$ cat src/rtl/i2c_log_formatter.sv
// Formats buffered I2C register-write records as hex-ASCII lines for a byte UART.
// Optional per-record sequence-number prefix: define I2C_LOG_SEQNUM_EN.
module i2c_log_formatter #(
  parameter int         FIFO_DEPTH = 16,
  parameter logic [7:0] SEP_CHAR   = 8'h20,
  parameter bit         EOL_CRLF   = 1'b1
) (
  input  logic                            clk,
  input  logic                            rst,
  input  logic [7:0]                      address,
  input  logic                            address_ready,
  input  logic [7:0]                      reg_address,
  input  logic                            reg_address_ready,
  input  logic [7:0]                      reg_data,
  input  logic                            reg_data_ready,
  input  logic                            uart_tx_done,
  output logic [7:0]                      uart_tx_data,
  output logic                            uart_tx_en,
  output logic                            overflow,
  output logic [$clog2(FIFO_DEPTH+1)-1:0] fifo_level
);

  localparam int PTR_W = $clog2(FIFO_DEPTH);
  localparam int LVL_W = $clog2(FIFO_DEPTH+1);
`ifdef I2C_LOG_SEQNUM_EN
  localparam int NFIELD = 4;
`else
  localparam int NFIELD = 3;
`endif
  localparam int REC_W    = NFIELD * 8;
  localparam int BODY_LEN = 3 * NFIELD - 1;
  localparam int LINE_LEN = BODY_LEN + (EOL_CRLF ? 2 : 1);
  localparam int IDX_W    = 4;

  typedef enum logic [1:0] {S_IDLE, S_SEND, S_WAIT} state_t;

  state_t           state, state_nxt;
  logic [7:0]       addr_q, reg_q;
  logic [7:0]       addr_cur, reg_cur;
  logic [REC_W-1:0] rec_in;
  logic [REC_W-1:0] mem [FIFO_DEPTH];
  logic [PTR_W-1:0] wr_ptr, rd_ptr;
  logic [LVL_W-1:0] count;
  logic             full, empty, pop, push_ok, drop;
  logic [REC_W-1:0] line_q;
  logic [IDX_W-1:0] idx_q;
  logic             last;

  function automatic logic [7:0] hex_digit(input logic [3:0] nib);
    logic [7:0] c;
    if (nib < 4'd10) c = 8'h30 + {4'h0, nib};
    else             c = 8'h37 + {4'h0, nib};
    return c;
  endfunction

  // Byte p of the line: fields as "HH" separated by SEP_CHAR, then the end-of-line bytes.
  function automatic logic [7:0] char_at(input logic [REC_W-1:0] line, input logic [IDX_W-1:0] idx);
    int         p;
    int         f;
    logic [7:0] fld;
    logic [7:0] c;
    p   = int'(idx);
    f   = p / 3;
    fld = 8'h00;
    for (int i = 0; i < NFIELD; i++)
      if (i == f) fld = line[REC_W-1-8*i -: 8];
    if (p >= BODY_LEN) begin
      c = (EOL_CRLF && p == BODY_LEN) ? 8'h0D : 8'h0A;
    end else begin
      case (p % 3)
        0:       c = hex_digit(fld[7:4]);
        1:       c = hex_digit(fld[3:0]);
        default: c = SEP_CHAR;
      endcase
    end
    return c;
  endfunction

  // Capture stage: a strobe coincident with reg_data_ready overrides the held byte
  always_ff @(posedge clk) begin
    if (address_ready)     addr_q <= address;
    if (reg_address_ready) reg_q  <= reg_address;
  end

  assign addr_cur = address_ready     ? address     : addr_q;
  assign reg_cur  = reg_address_ready ? reg_address : reg_q;

`ifdef I2C_LOG_SEQNUM_EN
  logic [7:0] seq_q;

  // Counts every completed record, dropped or not, so gaps reveal drops
  always_ff @(posedge clk or posedge rst) begin
    if (rst)                 seq_q <= 8'h00;
    else if (reg_data_ready) seq_q <= seq_q + 8'd1;
  end

  assign rec_in = {seq_q, addr_cur, reg_cur, reg_data};
`else
  assign rec_in = {addr_cur, reg_cur, reg_data};
`endif

  // Record FIFO stage; a simultaneous pop frees the slot for a push while full
  assign full    = (count == LVL_W'(FIFO_DEPTH));
  assign empty   = (count == '0);
  assign pop     = (state == S_IDLE) && !empty;
  assign push_ok = reg_data_ready && (!full || pop);
  assign drop    = reg_data_ready && full && !pop;

  always_ff @(posedge clk) begin
    if (push_ok) mem[wr_ptr] <= rec_in;
  end

  always_ff @(posedge clk or posedge rst) begin
    if (rst) begin
      wr_ptr   <= '0;
      rd_ptr   <= '0;
      count    <= '0;
      overflow <= 1'b0;
    end else begin
      if (push_ok) wr_ptr <= wr_ptr + PTR_W'(1);
      if (pop)     rd_ptr <= rd_ptr + PTR_W'(1);
      if (push_ok && !pop)      count <= count + LVL_W'(1);
      else if (!push_ok && pop) count <= count - LVL_W'(1);
      if (drop) overflow <= 1'b1;
    end
  end

  assign fifo_level = count;

  // Line stage: popped record held while its bytes are serialised
  always_ff @(posedge clk) begin
    if (pop) line_q <= mem[rd_ptr];
  end

  assign last = (idx_q == IDX_W'(LINE_LEN - 1));

  always_ff @(posedge clk or posedge rst) begin
    if (rst)                                               idx_q <= '0;
    else if (pop)                                          idx_q <= '0;
    else if (state == S_WAIT && uart_tx_done && !last)     idx_q <= idx_q + IDX_W'(1);
  end

  always_ff @(posedge clk or posedge rst) begin
    if (rst) state <= S_IDLE;
    else     state <= state_nxt;
  end

  always_comb begin
    state_nxt = state;
    case (state)
      S_IDLE:  if (!empty) state_nxt = S_SEND;
      S_SEND:  state_nxt = S_WAIT;
      S_WAIT:  if (uart_tx_done) state_nxt = last ? S_IDLE : S_SEND;
      default: state_nxt = S_IDLE;
    endcase
  end

  // Data is held from SEND through WAIT; zero while idle
  always_comb begin
    uart_tx_en   = (state == S_SEND);
    uart_tx_data = 8'h00;
    if (state != S_IDLE) uart_tx_data = char_at(line_q, idx_q);
  end

endmodule

$ cat config.mk
export PLATFORM = sky130hd
export DESIGN_NAME = i2c_log_formatter
export DESIGN_NICKNAME = d
export VERILOG_FILES = /design/src/rtl/i2c_log_formatter.sv
export SDC_FILE = /design/constraint.sdc
export NUM_CORES = 1
export LEC_CHECK = 0
export CAP_MARGIN = 20
export CORE_MARGIN = 2
export CORE_UTILIZATION = 60
export CTS_CLUSTER_SIZE = 20
export DETAILED_ROUTE_END_ITERATION = 6
export GPL_TIMING_DRIVEN = 0
export PLACE_DENSITY_LB_ADDON = 0.3
export SLEW_MARGIN = 20
export SYNTH_ARGS = -nofsm -noshare
export SYNTH_HDL_FRONTEND = slang
export SYNTH_SLANG_ARGS = --single-unit
$ cat constraint.sdc
create_clock -name clk -period 5.55 [get_ports clk]
set_clock_uncertainty 0.15 [all_clocks]
set_input_delay 1.11 -clock clk [delete_from_list [all_inputs] [get_ports clk]]
set_output_delay 1.11 -clock clk [all_outputs]
set_load 0.005 [all_outputs]
==> results.md <==
* Final TNS setup at 0 ns
* Finished Cell Area at 0.0211 mm²
* Final hold vios at 0
* DR vias at 9182
* Post-DP Area at 0.0194 mm²
* Wire per inst at 28.2 µm
* Pre-CTS WS at -0.575 ns
* Fin crit period at 5.34 ns
* Remaining DRCs at 0
* Worst reg2reg path depth at 10
* Clk root buf: clkbuf_16
* Final GP Congestion at 0.882
* Peak supply drop at 0.000310 V
* Utilization after layout at 0.716
* Pwr dens at 513 mW/mm²
* CTS H-Tree Depth at 2
* Hold Worst Slack at 0.314 ns
* Highest-count cells in the layout ignoring fill and taps: edfxtp_1, mux4_2, clkbuf_16
* Worst R2R End: fifo_level[4]
* Finished Layout Cells at 1428
* Syn avg cell area at 20.5 µm²
* Fmax at 187 MHz
* Leakage dissipation at 6.94 nW
* Fillers at 1693
* Max Fanout on Critical Path at 10
* Syn-to-layout area delta at 17.9%
* Post-Syn Instances at 872
* Critical Path Sink Type: primary output
* First-pass GRT wire length at 60.0 mm
* Fin. max-slew vios at 0
* Vias in the first global route at 9499
* Fraction of layout cells with a size suffix above 1 at 0.314
* CTS max path bufs at 3
* Wirelength, routed at 40.2 mm
* Final setup margin at 0.214 ns
* Post-CTS Hold Fix Bufs at 0
* Actual slew at the worst max-slew pin at 1.03 ns
* Critical Path RT at 4.29 ns
* Chip Height at 177 µm
* Std cell rows at 63
* Max Cap Viol at 0
* Design Power at 10.8 mW
* CTS sink count at 444
* Min-delay src: overflow
* Die area at 0.0312 mm²
* Horiz. Die Dim at 177 µm
* Run status: finished clean
* Final ANT Viol Nets at 0
* HP Class: flop to flop
* FF+latch count, synth at 444
* I/O Pins at 45
* GRT Residual Overflow at 0
* Via-per-instance ratio at 6.43
* Hold Path Depth at 1
* Hold endpoint: overflow
* Initial antenna violation count at 0
* Starting Density at 0.607
* Post-synth EDFFs at 408
* FF-to-FF setup slack at 2.00 ns
* Commonest non-fill, non-tap cell in the layout: edfxtp_1
* # placed instances at 1329
* CTS buffer count at 43
* Largest net degree at the start of global routing at 32
* Tcrit/Tclk final at 0.961
* Synthesized area at 0.0179 mm²
* Synth Net Count at 922
* Gr usage total at 0.269
* I/O Buffers at 41
* Clock slew at the register clock pins of the worst setup and hold paths at 0.06 ns
* Core box area at 0.0295 mm²
* Async S/R FF share, synth at 0.0450
* Final setup viols at 0
* Worst setup SP type: flop
* Number of distinct library cells after synthesis at 75
* DP Wirelength at 25.1 mm
* Number of diodes at 0
* Max_slew headroom at 0.312
* WS Path Type: flop to primary output
* WP data arrival at 4.08 ns
* Worst r2r src: fifo_level[0]
* First drt pass iteration count at 6
* Sequential-to-total area share from yosys stat at 0.730
* Initial detailed-routing violation count at 1262
* CTS tree: built
* Worst-Skew Late Latency at 0.54 ns
* Synth warnings at 0
* Nets@finish at 1054
* Post-synth top flop: edfxtp_1
kinds of logic after synthesis:
logic type	after synthesis	share of synthesized area
other cells	1	0.000209
compound gates	72	0.0321
buf+inv	58	0.0133
mux	147	0.167
xor+xnor	18	0.00922
fa+ha+maj	20	0.0144
flops	444	0.730
simple gates	112	0.0332
sequential cells by signal, summed over array words and instances (netlist names):
register and cells:
wr_ptr 4, idx_q 4, rd_ptr 4, line_q 24, state 2, reg_q 8, fifo_level 5, addr_q 8
overflow 1, mem 384
repair_timing:
item,CTS,global route
gates resized for setup,17,21
endpoints found under the hold margin,0,0
endpoints found under the setup margin,7,6
pin swaps,6,6
setup buffers,17,3
where the power goes:
group          internal, mW  total [mW]  switching (mW)  leakage [nW]
registers              4.24        4.44           0.199          4.08
clock network          1.75        2.96            1.20         0.703
logic                  1.61        3.42            1.82          2.16
total                  7.60        10.8            3.22          6.94
layout make-up:
| class | count | area [µm²] | area share |
|---|---|---|---|
| clock buffer | 56 | 1200 | 0.0567 |
| sequential | 444 | 13100 | 0.619 |
| clock inverter | 23 | 240 | 0.0114 |
| timing repair buffer | 87 | 1020 | 0.0481 |
| tap | 390 | 488 | 0.0231 |
| buffer | 45 | 223 | 0.0106 |
| multi-input combinational | 370 | 4820 | 0.228 |
| inverter | 13 | 48.8 | 0.00231 |
metal layers:
| metal | GRT usage | part of all wire | up-vias | wire length (µm) |
|---|---|---|---|---|
| li1 | - | - | 3851 | - |
| met1 | 0.369 | 0.39 | 4735 | 15600 |
| met2 | 0.428 | 0.49 | 489 | 19600 |
| met3 | 0.0477 | 0.079 | 107 | 3190 |
| met4 | 0.124 | 0.047 | 0 | 1880 |
| met5 | 0 | 0 | - | 0 |
worst max path at each step:
stage,startpoint,endpoint,depth (start not counted)
3_5_place_dp,idx_q[3],uart_tx_data[2],19
6_report,idx_q[3],uart_tx_data[3],16
2_1_floorplan,idx_q[3],uart_tx_data[2],18
4_1_cts,idx_q[2],uart_tx_data[2],18
3_3_place_gp,reg_data_ready,mem[2][13],5
5_1_grt,idx_q[3],uart_tx_data[0],17
synthesized netlist by cell type (all sizes together), types with 2 or more instances:
library cell  number  share of area
o21a               2        0.00084
dfrtp             20          0.028
dfxtp             16          0.018
o211a              3         0.0017
nand3b             2        0.00084
nor2b              6         0.0021
nand2             29         0.0061
a32oi              2         0.0014
nand4              4         0.0014
mux2              18          0.011
nand2b             8         0.0032
a211oi             4         0.0027
and3               2        0.00098
xnor2             14         0.0073
ha                19          0.013
nor3b              2        0.00084
a21oi             17         0.0058
xor2               4         0.0020
a21o               5         0.0021
mux4             120           0.15
buf               22         0.0057
clkbuf            23         0.0049
a22oi              3         0.0013
a31oi              3         0.0014
o21ai             16         0.0051
edfxtp           408           0.68
nor2              32         0.0071
nand3              4         0.0011
o22ai              3         0.0010
or2                2        0.00070
nor4               3         0.0017
inv               12         0.0025
nor3              14         0.0054
o211ai             2         0.0016
o31ai              2        0.00084
mux2i              9         0.0052
worst max-delay path, stage by stage, from the launching register on:
cell and delay (ns):
dfrtp_2 0.42, buf_6 0.15, buf_6 0.15, nor2_4 0.10, ha_4 0.18, nand2b_4 0.08
a31oi_4 0.22, xnor2_2 0.11, ha_2 0.21, buf_4 0.14, or3_1 0.37, a21oi_2 0.19
o22ai_1 0.14, nor3_4 0.28, a31oi_1 0.15, a21oi_1 0.14, clkdlybuf4s50_1 0.51
No activity file was read; power rests on OpenSTA's default activity.
==> edit (config.mk and constraints unchanged) <==
Set the parameter `FIFO_DEPTH` to 8 (it was 16).
--- a/src/rtl/i2c_log_formatter.sv
+++ b/src/rtl/i2c_log_formatter.sv
@@ -2,5 +2,5 @@
 // Optional per-record sequence-number prefix: define I2C_LOG_SEQNUM_EN.
 module i2c_log_formatter #(
-  parameter int         FIFO_DEPTH = 16,
+  parameter int         FIFO_DEPTH = 8,
   parameter logic [7:0] SEP_CHAR   = 8'h20,
   parameter bit         EOL_CRLF   = 1'b1
Interface: changed (resized fifo_level); port bits go from 45 to 44. The function was not compared with the original's and may differ.
==> edit against the unedited design <==
- final area down 42%
- power is 40% lower
- worst setup slack worse by 0.070 ns
- sequential power shrank 40%
- synthesized cell count decreased by 36%
- critical path depth increased by 2
- routed wire length decreased by 48%
- sequential cell count shrank 195
- area after synthesis decreased by 43%
- critical endpoint is now uart_tx_data[2]
- highest routed layer unchanged
==> edit: results (changes against the unedited design) <==
status finished, final reports clean (unchanged); clock latency on the worst-skew pair 0.52 ns (was 0.54 ns); reg2reg setup slack 2.48 ns (was 2.00 ns); critical path arrival 4.15 ns (was 4.08 ns); layout cells sized above 1 30.60% (was 31.41%); top cells by count, synth 216 x edfxtp_1, 48 x mux4_2, 44 x mux2_2 (was 408 x edfxtp_1, 120 x mux4_2, 31 x nor2_1); wl on met1 8505 µm (was 15,570 µm); largest net degree at the start of global routing 27 (was 32); all-layer global routing usage 23.61% (was 26.89%); Net Count, Synth 603 (was 922); vias in the first global route 5,688 (was 9,499); mux contribution to synthesized area 16.35% (was 16.75%); top cells by area, synth edfxtp_1 63%, mux4_2 11%, mux2_2 4.8%, dfrtp_1 4.1%, dfxtp_1 3.1% (was edfxtp_1 68%, mux4_2 15%, dfrtp_1 2.8%, dfxtp_1 1.8%, ha_1 1.3%); Seq/Total Area, Yosys 70.51% (was 73.00%); area share of fa/ha/maj cells after synthesis 2.025% (was 1.439%); met3 Track Usage GR 3.453% (was 4.768%); port bufs 40 (was 41); worst slew pin tran 0.9728 ns (was 1.033 ns); Leak Pwr 4.277 nW (was 6.941 nW); Final GP Congestion 0.8326 (was 0.8816); HPWL Detailed 12,930 µm (was 25,080 µm); r2r endpoint line_q[13]$_DFFE_PP_ (was fifo_level[4]$_DFFE_PP0P_); Power Clock 0.00175 W (was 0.00296 W); peak supply drop 0.0003331 V (was 0.0003103 V); CTS resizes 16 (was 17); crit-path max cell delay 0.45 ns (was 0.51 ns); met2 usage 39.14% (was 42.82%); detailed-route via count 5,439 (was 9,182); CTS Buf Count 26 (was 43); Synth Area in Compound Gates 3.782% (was 3.214%); routing usage on met1 32.00% (was 36.93%); Critical Path End uart_tx_data[2] (was uart_tx_data[3]); Top Registers mem (192), line_q (24) (was mem (384), line_q (24)); WL met2 10,480 µm (was 19,590 µm); post-CTS setup buffer count 4 (was 17); routed len/inst 23.54 µm (was 28.17 µm); synth unique cells 58 (was 75); WL met3 1242 µm (was 3186 µm)
[edit: cell count changes after synthesis, moves of 5 or more]
cell      change
buf_1         -8
buf_2         -5
clkbuf_1     -10
edfxtp_1    -192
mux2_2       +26
mux4_2       -72
nand2_1       -5
nor2_1        -7
nor2b_1       -5
o21ai_0       -6
o21ai_2       +5
[edit: layout make-up]
cell class	instances	area share, %
buffer	23	0.9349
timing repair buffer	65	5.863
clock inverter	12	0.9755
tap	220	2.236
sequential	249	58.74
multi-input combinational	269	24.56
clock buffer	36	6.168
inverter	16	0.5182
[edit: metrics by stage]
step | worst slack [ns] | std cells | setup TNS (ns) | instance area, µm²
6_report | 0.1437 | 890 | 0 | 12310
5_1_grt | -0.05405 | 890 | -0.09002 | 12310
4_1_cts | 0.04114 | 882 | 0 | 12190
3_5_place_dp | -0.1610 | 830 | -0.3152 | 11230
3_3_place_gp | -0.1508 | 817 | -6.599 | 10930
2_1_floorplan | 0.9652 | 557 | 0 | 10260
